### config.mk
export PLATFORM = sky130hd
export DESIGN_NAME = bht_port_scheduler
export DESIGN_NICKNAME = d
export VERILOG_FILES = /design/src/rtl/bht_sched_pkg.sv /design/src/rtl/bht_port_scheduler_fifo.sv /design/src/rtl/bht_port_scheduler.sv
export SDC_FILE = /design/constraint.sdc
export NUM_CORES = 1
export LEC_CHECK = 0
export BUFFER_PORTS_ARGS = -buffer_cell sky130_fd_sc_hd__buf_2
export CAP_MARGIN = 0
export CORE_ASPECT_RATIO = 1.1
export CORE_MARGIN = 5
export CORE_UTILIZATION = 52
export CTS_CLUSTER_DIAMETER = 50
export CTS_CLUSTER_SIZE = 40
export DETAILED_ROUTE_END_ITERATION = 8
export HOLD_SLACK_MARGIN = 0.15
export MAX_ROUTING_LAYER = met4
export PLACE_DENSITY = 0.77
export SLEW_MARGIN = 25
export SYNTH_ARGS = -nofsm -noshare
export SYNTH_HDL_FRONTEND = slang
export SYNTH_SLANG_ARGS = --single-unit
### constraint.sdc
create_clock -name clk_i -period 2 [get_ports clk_i]
set_input_delay 0.4 -clock clk_i [delete_from_list [all_inputs] [get_ports clk_i]]
set_output_delay 0.4 -clock clk_i [all_outputs]
set_load 0.02 [all_outputs]
### src/rtl/bht_sched_pkg.sv
// Shared types and helpers for the BHT port scheduler.
// Holds the FSM states, the update entry layout and the counter rule.
package bht_sched_pkg;

    localparam int BHT_IDX_MAX_W = 16;
    localparam int BHT_CTR_W = 2;
    localparam logic [BHT_CTR_W-1:0] BHT_INIT_CTR = 2'd1;

    typedef enum logic [1:0] {
        START,
        INIT,
        IDLE,
        UPD_WR
    } sched_state_e;

    typedef struct packed {
        logic [BHT_IDX_MAX_W-1:0] index;
        logic                     taken;
    } upd_entry_t;

    function automatic logic [BHT_CTR_W-1:0] sat_update(
        input logic [BHT_CTR_W-1:0] ctr,
        input logic                 taken
    );
        logic [BHT_CTR_W-1:0] r;
        r = ctr;
        if (taken && ctr != '1) begin
            r = ctr + 1'b1;
        end else if (!taken && ctr != '0) begin
            r = ctr - 1'b1;
        end
        return r;
    endfunction

endpackage

### src/rtl/bht_port_scheduler_fifo.sv
// Pending branch-update buffer for the BHT port scheduler.
// Synchronous FIFO; flush empties it in one cycle.
module bht_upd_fifo
    import bht_sched_pkg::*;
#(
    parameter int DEPTH = 4
) (
    input  logic       clk_i,
    input  logic       rst_ni,
    input  logic       flush_i,
    input  logic       push_i,
    input  upd_entry_t din_i,
    input  logic       pop_i,
    output upd_entry_t dout_o,
    output logic       full_o,
    output logic       empty_o
);

    localparam int AW = $clog2(DEPTH);

    upd_entry_t     r_mem [DEPTH];
    logic [AW-1:0]  r_wr_ptr;
    logic [AW-1:0]  r_rd_ptr;
    logic [AW:0]    r_count;

    always_ff @(posedge clk_i) begin
        if (push_i) begin
            r_mem[r_wr_ptr] <= din_i;
        end
    end

    always_ff @(posedge clk_i or negedge rst_ni) begin
        if (!rst_ni) begin
            r_wr_ptr <= '0;
            r_rd_ptr <= '0;
            r_count  <= '0;
        end else if (flush_i) begin
            r_wr_ptr <= '0;
            r_rd_ptr <= '0;
            r_count  <= '0;
        end else begin
            if (push_i) begin
                r_wr_ptr <= r_wr_ptr + 1'b1;
            end
            if (pop_i) begin
                r_rd_ptr <= r_rd_ptr + 1'b1;
            end
            unique case ({push_i, pop_i})
                2'b10:   r_count <= r_count + 1'b1;
                2'b01:   r_count <= r_count - 1'b1;
                default: r_count <= r_count;
            endcase
        end
    end

    assign dout_o  = r_mem[r_rd_ptr];
    assign empty_o = (r_count == '0);
    assign full_o  = (r_count == (AW+1)'(DEPTH));

endmodule

### src/rtl/bht_port_scheduler.sv
// Single-port BHT arbiter: lookups first, buffered counter RMW updates
// in idle slots, and full-table initialisation after reset or flush.
module bht_port_scheduler
    import bht_sched_pkg::*;
#(
    parameter int NR_ENTRIES = 1024,
    parameter int CTR_W = BHT_CTR_W,
    parameter int UPD_FIFO_DEPTH = 4,
    parameter logic [CTR_W-1:0] INIT_CTR = BHT_INIT_CTR,
    localparam int INDEX_W = $clog2(NR_ENTRIES)
) (
    input  logic               clk_i,
    input  logic               rst_ni,
    input  logic               flush_i,
    input  logic               lookup_valid_i,
    input  logic [INDEX_W-1:0] lookup_index_i,
    output logic               lookup_gnt_o,
    output logic               lookup_rvalid_o,
    output logic [CTR_W-1:0]   lookup_ctr_o,
    input  logic               upd_valid_i,
    input  logic [INDEX_W-1:0] upd_index_i,
    input  logic               upd_taken_i,
    output logic               upd_ready_o,
    output logic               mem_req_o,
    output logic               mem_we_o,
    output logic [INDEX_W-1:0] mem_addr_o,
    output logic [CTR_W-1:0]   mem_wdata_o,
    input  logic [CTR_W-1:0]   mem_rdata_i,
    output logic               busy_o,
    output logic               upd_drop_o
);

    sched_state_e       r_state;
    logic [INDEX_W-1:0] r_init_idx;
    upd_entry_t         r_pend;
    logic               r_first;
    logic [CTR_W-1:0]   r_wr_data;
    logic               r_rvalid;
    logic               r_fwd;
    logic [CTR_W-1:0]   r_fwd_data;

    upd_entry_t         w_head;
    upd_entry_t         w_push_ent;
    logic               w_full;
    logic               w_empty;
    logic               w_push;
    logic               w_pop;
    logic               w_gnt;
    logic               w_init_wr;
    logic               w_upd_wr;
    logic               w_fwd_hit;
    logic [CTR_W-1:0]   w_new;
    logic [CTR_W-1:0]   w_wdata;

    assign w_gnt = lookup_valid_i
                 && (r_state == IDLE || r_state == UPD_WR);
    assign w_init_wr = (r_state == INIT) && !flush_i;
    assign w_upd_wr = (r_state == UPD_WR)
                    && !lookup_valid_i && !flush_i;
    assign w_pop = (r_state == IDLE) && !lookup_valid_i
                 && !w_empty && !flush_i;

    // Full FIFO still accepts when the head leaves in the same cycle.
    assign w_push = upd_valid_i && !flush_i && (!w_full || w_pop);
    assign upd_drop_o = upd_valid_i && !flush_i && w_full && !w_pop;
    assign upd_ready_o = !w_full;

    assign w_push_ent.index = BHT_IDX_MAX_W'(upd_index_i);
    assign w_push_ent.taken = upd_taken_i;

    assign w_new = sat_update(mem_rdata_i, r_pend.taken);
    assign w_wdata = r_first ? w_new : r_wr_data;
    assign w_fwd_hit = (r_state == UPD_WR) && !flush_i
                     && (BHT_IDX_MAX_W'(lookup_index_i) == r_pend.index);

    bht_upd_fifo #(
        .DEPTH(UPD_FIFO_DEPTH)
    ) u_fifo (
        .clk_i  (clk_i),
        .rst_ni (rst_ni),
        .flush_i(flush_i),
        .push_i (w_push),
        .din_i  (w_push_ent),
        .pop_i  (w_pop),
        .dout_o (w_head),
        .full_o (w_full),
        .empty_o(w_empty)
    );

    always_comb begin
        mem_req_o   = 1'b0;
        mem_we_o    = 1'b0;
        mem_addr_o  = '0;
        mem_wdata_o = '0;
        unique case (1'b1)
            w_init_wr: begin
                mem_req_o   = 1'b1;
                mem_we_o    = 1'b1;
                mem_addr_o  = r_init_idx;
                mem_wdata_o = INIT_CTR;
            end
            w_gnt: begin
                mem_req_o  = 1'b1;
                mem_addr_o = lookup_index_i;
            end
            w_upd_wr: begin
                mem_req_o   = 1'b1;
                mem_we_o    = 1'b1;
                mem_addr_o  = r_pend.index[INDEX_W-1:0];
                mem_wdata_o = w_wdata;
            end
            w_pop: begin
                mem_req_o  = 1'b1;
                mem_addr_o = w_head.index[INDEX_W-1:0];
            end
            default: begin
                mem_req_o = 1'b0;
            end
        endcase
    end

    always_ff @(posedge clk_i or negedge rst_ni) begin
        if (!rst_ni) begin
            r_state    <= START;
            r_init_idx <= '0;
            r_pend     <= '0;
            r_first    <= 1'b0;
            r_wr_data  <= '0;
            r_rvalid   <= 1'b0;
            r_fwd      <= 1'b0;
            r_fwd_data <= '0;
        end else begin
            r_rvalid   <= w_gnt;
            r_fwd      <= w_gnt && w_fwd_hit;
            r_fwd_data <= w_wdata;
            if (flush_i) begin
                r_state    <= START;
                r_init_idx <= '0;
                r_first    <= 1'b0;
            end else begin
                unique case (r_state)
                    START: r_state <= INIT;
                    INIT: begin
                        r_init_idx <= r_init_idx + 1'b1;
                        if (&r_init_idx) begin
                            r_state <= IDLE;
                        end
                    end
                    IDLE: begin
                        if (w_pop) begin
                            r_pend  <= w_head;
                            r_first <= 1'b1;
                            r_state <= UPD_WR;
                        end
                    end
                    UPD_WR: begin
                        r_first <= 1'b0;
                        if (r_first) begin
                            r_wr_data <= w_new;
                        end
                        if (!lookup_valid_i) begin
                            r_state <= IDLE;
                        end
                    end
                    default: r_state <= START;
                endcase
            end
        end
    end

    assign busy_o = (r_state == START) || (r_state == INIT);
    assign lookup_gnt_o = w_gnt;
    assign lookup_rvalid_o = r_rvalid;
    assign lookup_ctr_o = !r_rvalid ? '0
                        : (r_fwd ? r_fwd_data : mem_rdata_i);

endmodule

==> results of run 1 <==
==> power groups by stage <==
| stage | registers [mW] | clock network (mW) | logic (mW) |
|---|---|---|---|
| 6_report | 1.83 | 1.38 | 0.273 |
| 5_1_grt | 1.83 | 1.47 | 0.300 |
| 4_1_cts | 1.82 | 1.40 | 0.262 |
| 3_5_place_dp | 1.86 | 0 | 0.242 |
| 3_3_place_gp | 1.86 | 0 | 0.231 |
| 2_1_floorplan | 1.85 | 0 | 0.118 |
==> worst max-delay path: cells and delay by family (launching register included) <==
family,cells,cell delay [ns]
flops,1,0.42
buf+inv,3,0.40
simple gates,3,0.42
compound gates,1,0.33
==> area by class of cell <==
type                    count  area, um^2
clock buffers               9         124
clock inverters             7         106
fillers                   484        2180
inverters                  19        73.8
multi-input cells         181        1470
flip-flops and latches     81        2250
well taps                  85         106
repair buffers             92         731
==> metal layers <==
| metal | GRT usage (%) | routed length (um) |
|---|---|---|
| met1 | 25.6 | 3530 |
| met2 | 34.5 | 4590 |
| met3 | 4.08 | 525 |
| met4 | 7.34 | 303 |
| met5 | - | 0 |
==> layout by cell type (no fill, tap or decap), types with 7 or more instances in the layout <==
cell type   n
edfxtp_1   44
nor2_1     20
buf_4      36
xnor2_1    13
xor2_1     10
mux4_2     11
clkbuf_8    9
buf_2      34
o21ai_0    14
a222oi_1   10
buf_6      16
inv_1      18
nand2_1    28
ha_1        7
dfrtp_1    34
==> worst max path at each step <==
stage | end | slack [ns] | cells past startpoint
4_1_cts | mem_addr_o[3] | -0.28 | 7
3_5_place_dp | u_fifo.r_count[2]$_DFFE_PN0P_ | -0.11 | 7
6_report | mem_addr_o[9] | -0.33 | 7
5_1_grt | mem_addr_o[9] | -0.46 | 7
2_1_floorplan | upd_drop_o | 0.009 | 3
3_3_place_gp | u_fifo.r_count[2]$_DFFE_PN0P_ | -0.04 | 7
==> state kept, by name, summed over array words and instances (netlist names), 2 cells and up <==
signal           count
r_pend              11
r_init_idx          10
u_fifo.r_rd_ptr      2
u_fifo.r_mem        44
r_state              2
u_fifo.r_count       3
r_wr_data            2
u_fifo.r_wr_ptr      2
r_fwd_data           2
==> kinds of logic after synthesis <==
logic type                 count (synthesis)  synth area share, %
AOI/OAI and AO/OA                         36                 6.70
xor gates and xnor gates                  23                 5.34
adders and majority gates                  8                 2.85
buffers and inverters                     32                 3.32
DFF                                       81                 59.6
muxes                                     21                 9.46
and+or+nand+nor                           92                 12.7
==> stage by stage <==
step | std cells | total power, mW
after floorplan | 293 | 1.97
after global placement | 442 | 2.09
after detailed placement | 442 | 2.10
after CTS | 467 | 3.49
after global routing | 474 | 3.60
final | 474 | 3.48
==> timing repair <==
item | CTS | global route
resized for setup | 29 | 26
pin swaps | 9 | 7
endpoints found under the hold margin | 37 | 0
cloned | 1 | 2
endpoints found under the setup margin | 16 | 28
hold buffers | 1 | 0
setup buffers | 7 | 5
==> run_results.csv, run 1 <==
group,metric,value,unit
run_status,status,"finished, violations left",
run_status,violations,"setup timing",
critical_path,cp.required,1.60,ns
pwr,power.density,716,nW/um^2
pwr,swShare,23.7,%
cells_and_area,finalNetCount,420,
placed_design,port_buffers,48,
yosys,synth-edff-count,44,
sta,min_period,2.33,ns
global_routing,grt_overflow_total,0,
cts,insertion_delay,0.36,ns
yosys,synth_cell_types,44,
yosys,ys_top_cells_by_area,"edfxtp_1, dfrtp_1, mux4_2",
routing,vias,2737,
global_routing,grt_pass1_wl,14400,um
routing,viasPerCell,5.77,
critical_path,worstSetupPathType,"register to output pin",
sta,fmax,429,MHz
global_routing,grt_max_degree,38,
worst_hold_path,hold-path-endpoint,"u_fifo.r_mem[0][7]$_DFFE_PP_",
yosys,yosys-top-cells-count,"edfxtp_1, dfrtp_1, nand2_1",
sta,worst_slack,-0.328,ns
global_routing,grt_util_all_layers,20.8,%
critical_path,r2r_end,"u_fifo.r_count[2]$_DFFE_PN0P_",
critical_path,cp-startpoint,"r_state[0]$_DFFE_PN0P_",
routing,drc,0,
worst_hold_path,worstHoldStart,"upd_index_i[6]",
critical_path,max_stage_delay,0.42,ns
sta,setup_viol,15,
pwr,seqPwrFrac,52.5,%
cts,path_clk_slew,0.10,ns
job,maxCapViolCount,0,
critical_path,r2r_setup_slack,-0.07,ns
floorplanning,num_rows,32,
placed_design,place_area,4340,um^2
critical_path,path_cells,"buf_6 -> and2b_1 -> nor2b_4 -> buf_6 -> a222oi_1 -> nand2_1 -> buf_6",
cts,cts_buffer_depth,2,
routing,firstDrtPassIters,5,
routing,drt_iter0_drc,198,
yosys,yosysTopAreaCell,"edfxtp_1",
cells_and_area,layout-area-overhead-vs-synth,29.0,%
critical_path,cp.arrival,1.93,ns
floorplanning,die_w,91.2,um
yosys,synth_area_per_cell,12.9,um^2
routing,routedWlPerCell,18.9,um
critical_path,path_max_fanout,5,
yosys,synth-async-reset-ratio,45.7,%
sta,min_period_over_period,116,%
sta,hold_ws,0.251,ns
floorplanning,dieArea,9050,um^2
cells_and_area,post-route-util,69.0,%
critical_path,crit_top_cell,"buf_6",
routing,ant_nets,0,
floorplanning,core_area,7050,um^2
floorplanning,ios,49,
sta,relSlewSlack,68.2,%
placed_design,pre_cts_ws,-0.113,ns
critical_path,rr_startpoint,"r_state[0]$_DFFE_PN0P_",
cts,htree_levels,3,
routing,routed_wl,8960,um
placed_design,hpwlAfterDp,5780,um
cells_and_area,antenna_cells,0,
cts,cts-buffers-inserted,9,
yosys,synth_seq_cells,81,
yosys,synth_fp_nets,329,
yosys,seq_area_frac_synth,59.6,%
pwr,power.internal,2.66,mW
sta,finClkSkew,0.0113,ns
sta,rsz0062_at_grt,"yes",
critical_path,crit_path_end_kind,"output pin",
yosys,synthFlopType,"edfxtp_1",
global_routing,grt_pass1_vias,2862,
critical_path,crit_path_start_kind,"register",
cells_and_area,final_area,4860,um^2
yosys,synth_warnings,0,
cts,clkSinkCount,81,
sta,finalSetupTns,-3.13,ns
pwr,clkPwrFrac,39.7,%
cells_and_area,final_layout_size_suffix_gt1_share,36.2,%
floorplanning,start_util,53.5,%
pwr,vdd.ir_drop.worst,0.523,mV
yosys,netlist_area,3770,um^2
critical_path,crit_slowest_cell,"dfrtp_1",
cts,cts_tree,"built",
yosys,post_synth_inst_count,293,
worst_hold_path,hold_depth,1,
worst_hold_path,hold_class,"primary input to register",
pwr,leakagePower,2.08,nW
global_routing,antenna_found_initial,0,
yosys,synth.top_cell.area_share,35.0,%
pwr,combPwrFrac,7.8,%
sta,finalHoldViolations,0,
floorplanning,die_h,99.3,um
cts,root_buffer,"clkbuf_8",
sta,slew_viol_final,0,
sta,worst_pin_slew,0.477,ns
critical_path,worstRegToRegCells,7,
yosys,synth_most_common_cell,"edfxtp_1",
placed_design,routabilityCongestion,0.891,
pwr,switchingPower,824,uW
(Power assumes the default switching activity.)
==> inputs of run 2 (changes only) <==
==> constraint.sdc (replaced) <==
create_clock -name clk_i -period 2 [get_ports clk_i]
set_input_delay 0.3 -clock clk_i [delete_from_list [all_inputs] [get_ports clk_i]]
set_output_delay 0.3 -clock clk_i [all_outputs]
set_load 0.02 [all_outputs]
==> run 2 against run 1 <==
  * The run still ends with setup timing left
  * Utilization increased by 0.25 points
  * Combinational power decreased by 2%
  * Via count decreased by 3.3%
  * Total power decreased by 0.43%
  * Sequential power about the same
  * Critical path type unchanged
  * Clock skew increased by 0.00068 ns
  * Sequential share of layout area decreased by 0.22 points
  * Clock-buffer cell count unchanged
  * Non-clock buffer count decreased by 2
  * Cell count decreased by 0.42%
  * Worst hold slack got worse by 0.088 ns
  * Largest power group unchanged
  * Fmax increased by 6.7%
==> run_results.csv, run 2 (synthesis results as in run 1) <==
group,metric,value,unit
run_status,status,"finished, violations left",
run_status,violations,"setup timing",
pwr,leakagePower,2.07,nW
floorplanning,num_rows,32,
sta,setup_viol,12,
critical_path,crit_path_end_kind,"output pin",
sta,min_period,2.18,ns
placed_design,routabilityCongestion,0.912,
sta,worst_slack,-0.183,ns
pwr,power.density,710,nW/um^2
job,maxCapViolCount,0,
routing,drc,0,
routing,highest_layer,"met4",
cells_and_area,post-route-util,69.2,%
routing,firstDrtPassIters,6,
critical_path,path_max_fanout,11,
routing,dr_wl_met2,4410,um
cts,cts_tree,"built",
routing,ant_nets,0,
cells_and_area,finalNetCount,418,
critical_path,path_cells,"or3b_4 -> nor3_4 -> buf_12 -> nand2_1 -> nand2_1 -> buf_6",
cts,cts-buffers-inserted,9,
cells_and_area,final_cell_mix,"edfxtp_1, dfrtp_1, buf_2",
sta,worst_pin_slew,0.443,ns
sta,finalHoldViolations,0,
cells_and_area,top_register,"u_fifo.r_mem",
cells_and_area,final_common_cell,"edfxtp_1",
sta,min_period_over_period,109,%
routing,vias,2648,
floorplanning,die_h,99.3,um
placed_design,hpwlAfterDp,5550,um
cells_and_area,reg_top3,"u_fifo.r_mem (44), r_pend (11), r_init_idx (10)",
sta,rsz0062_at_grt,"yes",
cts,cts_buffer_depth,2,
critical_path,crit_path_start_kind,"register",
global_routing,grt_util_all_layers,19.6,%
routing,routed_wl,8510,um
worst_hold_path,hold_class,"primary input to register",
global_routing,grt_max_degree,17,
sta,slew_viol_final,0,
cts,clkSinkCount,81,
placed_design,port_buffers,48,
cells_and_area,final_cells,472,
floorplanning,ios,49,
worst_hold_path,hold_depth,1,
cells_and_area,final_layout_size_suffix_gt1_share,35.4,%
critical_path,cp.arrival,1.88,ns
routing,wl_met1,3540,um
critical_path,worstRegToRegCells,7,
critical_path,cp.required,1.70,ns
sta,fmax,458,MHz
routing,viasPerCell,5.61,
critical_path,crit_slowest_cell,"or3b_4",
sta,finalSetupTns,-1.55,ns
cts,insertion_delay,0.35,ns
cts,htree_levels,3,
critical_path,worstSetupPathType,"register to output pin",
global_routing,grt_pass1_vias,2652,
critical_path,max_stage_delay,0.45,ns
cts,root_buffer,"clkbuf_8",
global_routing,antenna_found_initial,0,
cells_and_area,layout-area-overhead-vs-synth,29.4,%
floorplanning,dieArea,9050,um^2
placed_design,pre_cts_ws,-0.0467,ns
sta,relSlewSlack,70.1,%
pwr,vdd.ir_drop.worst,0.723,mV
floorplanning,start_util,53.5,%
floorplanning,core_area,7050,um^2
placed_design,placed_cells,436,
global_routing,grt_pass1_wl,13500,um
critical_path,crit_top_cell,"nand2_1",
routing,routedWlPerCell,18.0,um
routing,drt_iter0_drc,188,
routing,met3RoutedLength,424,um
sta,finClkSkew,0.0120,ns
floorplanning,die_w,91.2,um
cts,path_clk_slew,0.09,ns
cells_and_area,antenna_cells,0,
cells_and_area,largest_reg_flops,44,
global_routing,grt_overflow_total,0,
==> run 2: cell types whose count changed in the layout (fill, tap and decap cells not counted), sizes merged <==
cell | previous run | this run
buf | 91 | 83
nor2b | 6 | 7
dlygate4sd3 | 1 | 6
and2 | 6 | 5
bufbuf | 0 | 1
==> run 2: repair_timing <==
action / in CTS / in global routing
pin swaps: 0 / 10
setup endpoints to repair: 16 / 61
endpoints found under the hold margin: 46 / 0
hold buffers: 6 / 0
buffers inserted: 7 / 4
resized for setup: 22 / 27
gates cloned: 1 / 2
==> run 2: area by class of cell <==
cell class	count	area, um^2
clock buffers	9	124
clock inverters	7	104
fillers	452	2170
inverters	19	71.3
multi-input cells	181	1480
flip-flops and latches	81	2250
well taps	85	106
repair buffers	90	748
==> run 2: worst paths after layout <==
check	start	end	slack (ns)
min in group asynchronous	rst_ni	u_fifo.r_wr_ptr[0]$_DFFE_PN0P_	0.37
hold / removal	upd_index_i[3]	u_fifo.r_mem[1][4]$_DFFE_PP_	0.16
max in group asynchronous	rst_ni	r_state[1]$_DFFE_PN0P_	1.10
setup / recovery	r_state[0]$_DFFE_PN0P_	mem_addr_o[9]	-0.18
hold reg to reg	r_wr_data[1]$_DFFE_PN0P_	r_wr_data[1]$_DFFE_PN0P_	0.49
setup reg to reg	r_state[0]$_DFFE_PN0P_	u_fifo.r_count[2]$_DFFE_PN0P_	-0.09
==> run 2: worst max-delay path: cells and delay by family (launching register included) <==
| kind | cells | cell delay [ns] |
|---|---|---|
| flip-flops | 1 | 0.41 |
| buffers and inverters | 2 | 0.29 |
| AND/OR/NAND/NOR | 4 | 0.83 |
==> run 2: per-layer routing <==
metal,vias to the layer above,GRT usage [%]
met3,10,3.86
met1,1314,24.7
met2,91,32.0
met4,0,6.77
li1,1233,-
met5,-,-
==> run 2: per-stage QoR <==
stage	cell area (um^2)	hold WS [ns]	total power [mW]
3_5_place_dp	4310	0.195	2.10
4_1_cts	4750	0.152	3.47
2_1_floorplan	3770	0.00441	1.97
3_3_place_gp	4310	0.195	2.09
5_1_grt	4880	0.150	3.59
6_report	4880	0.163	3.46
==> run 2: power by group <==
part / total, mW / internal [mW] / switching (mW)
combinational: 0.267 / 0.122 / 0.145
sequential: 1.83 / 1.80 / 0.0245
clock: 1.37 / 0.726 / 0.646
total: 3.46 / 2.65 / 0.816
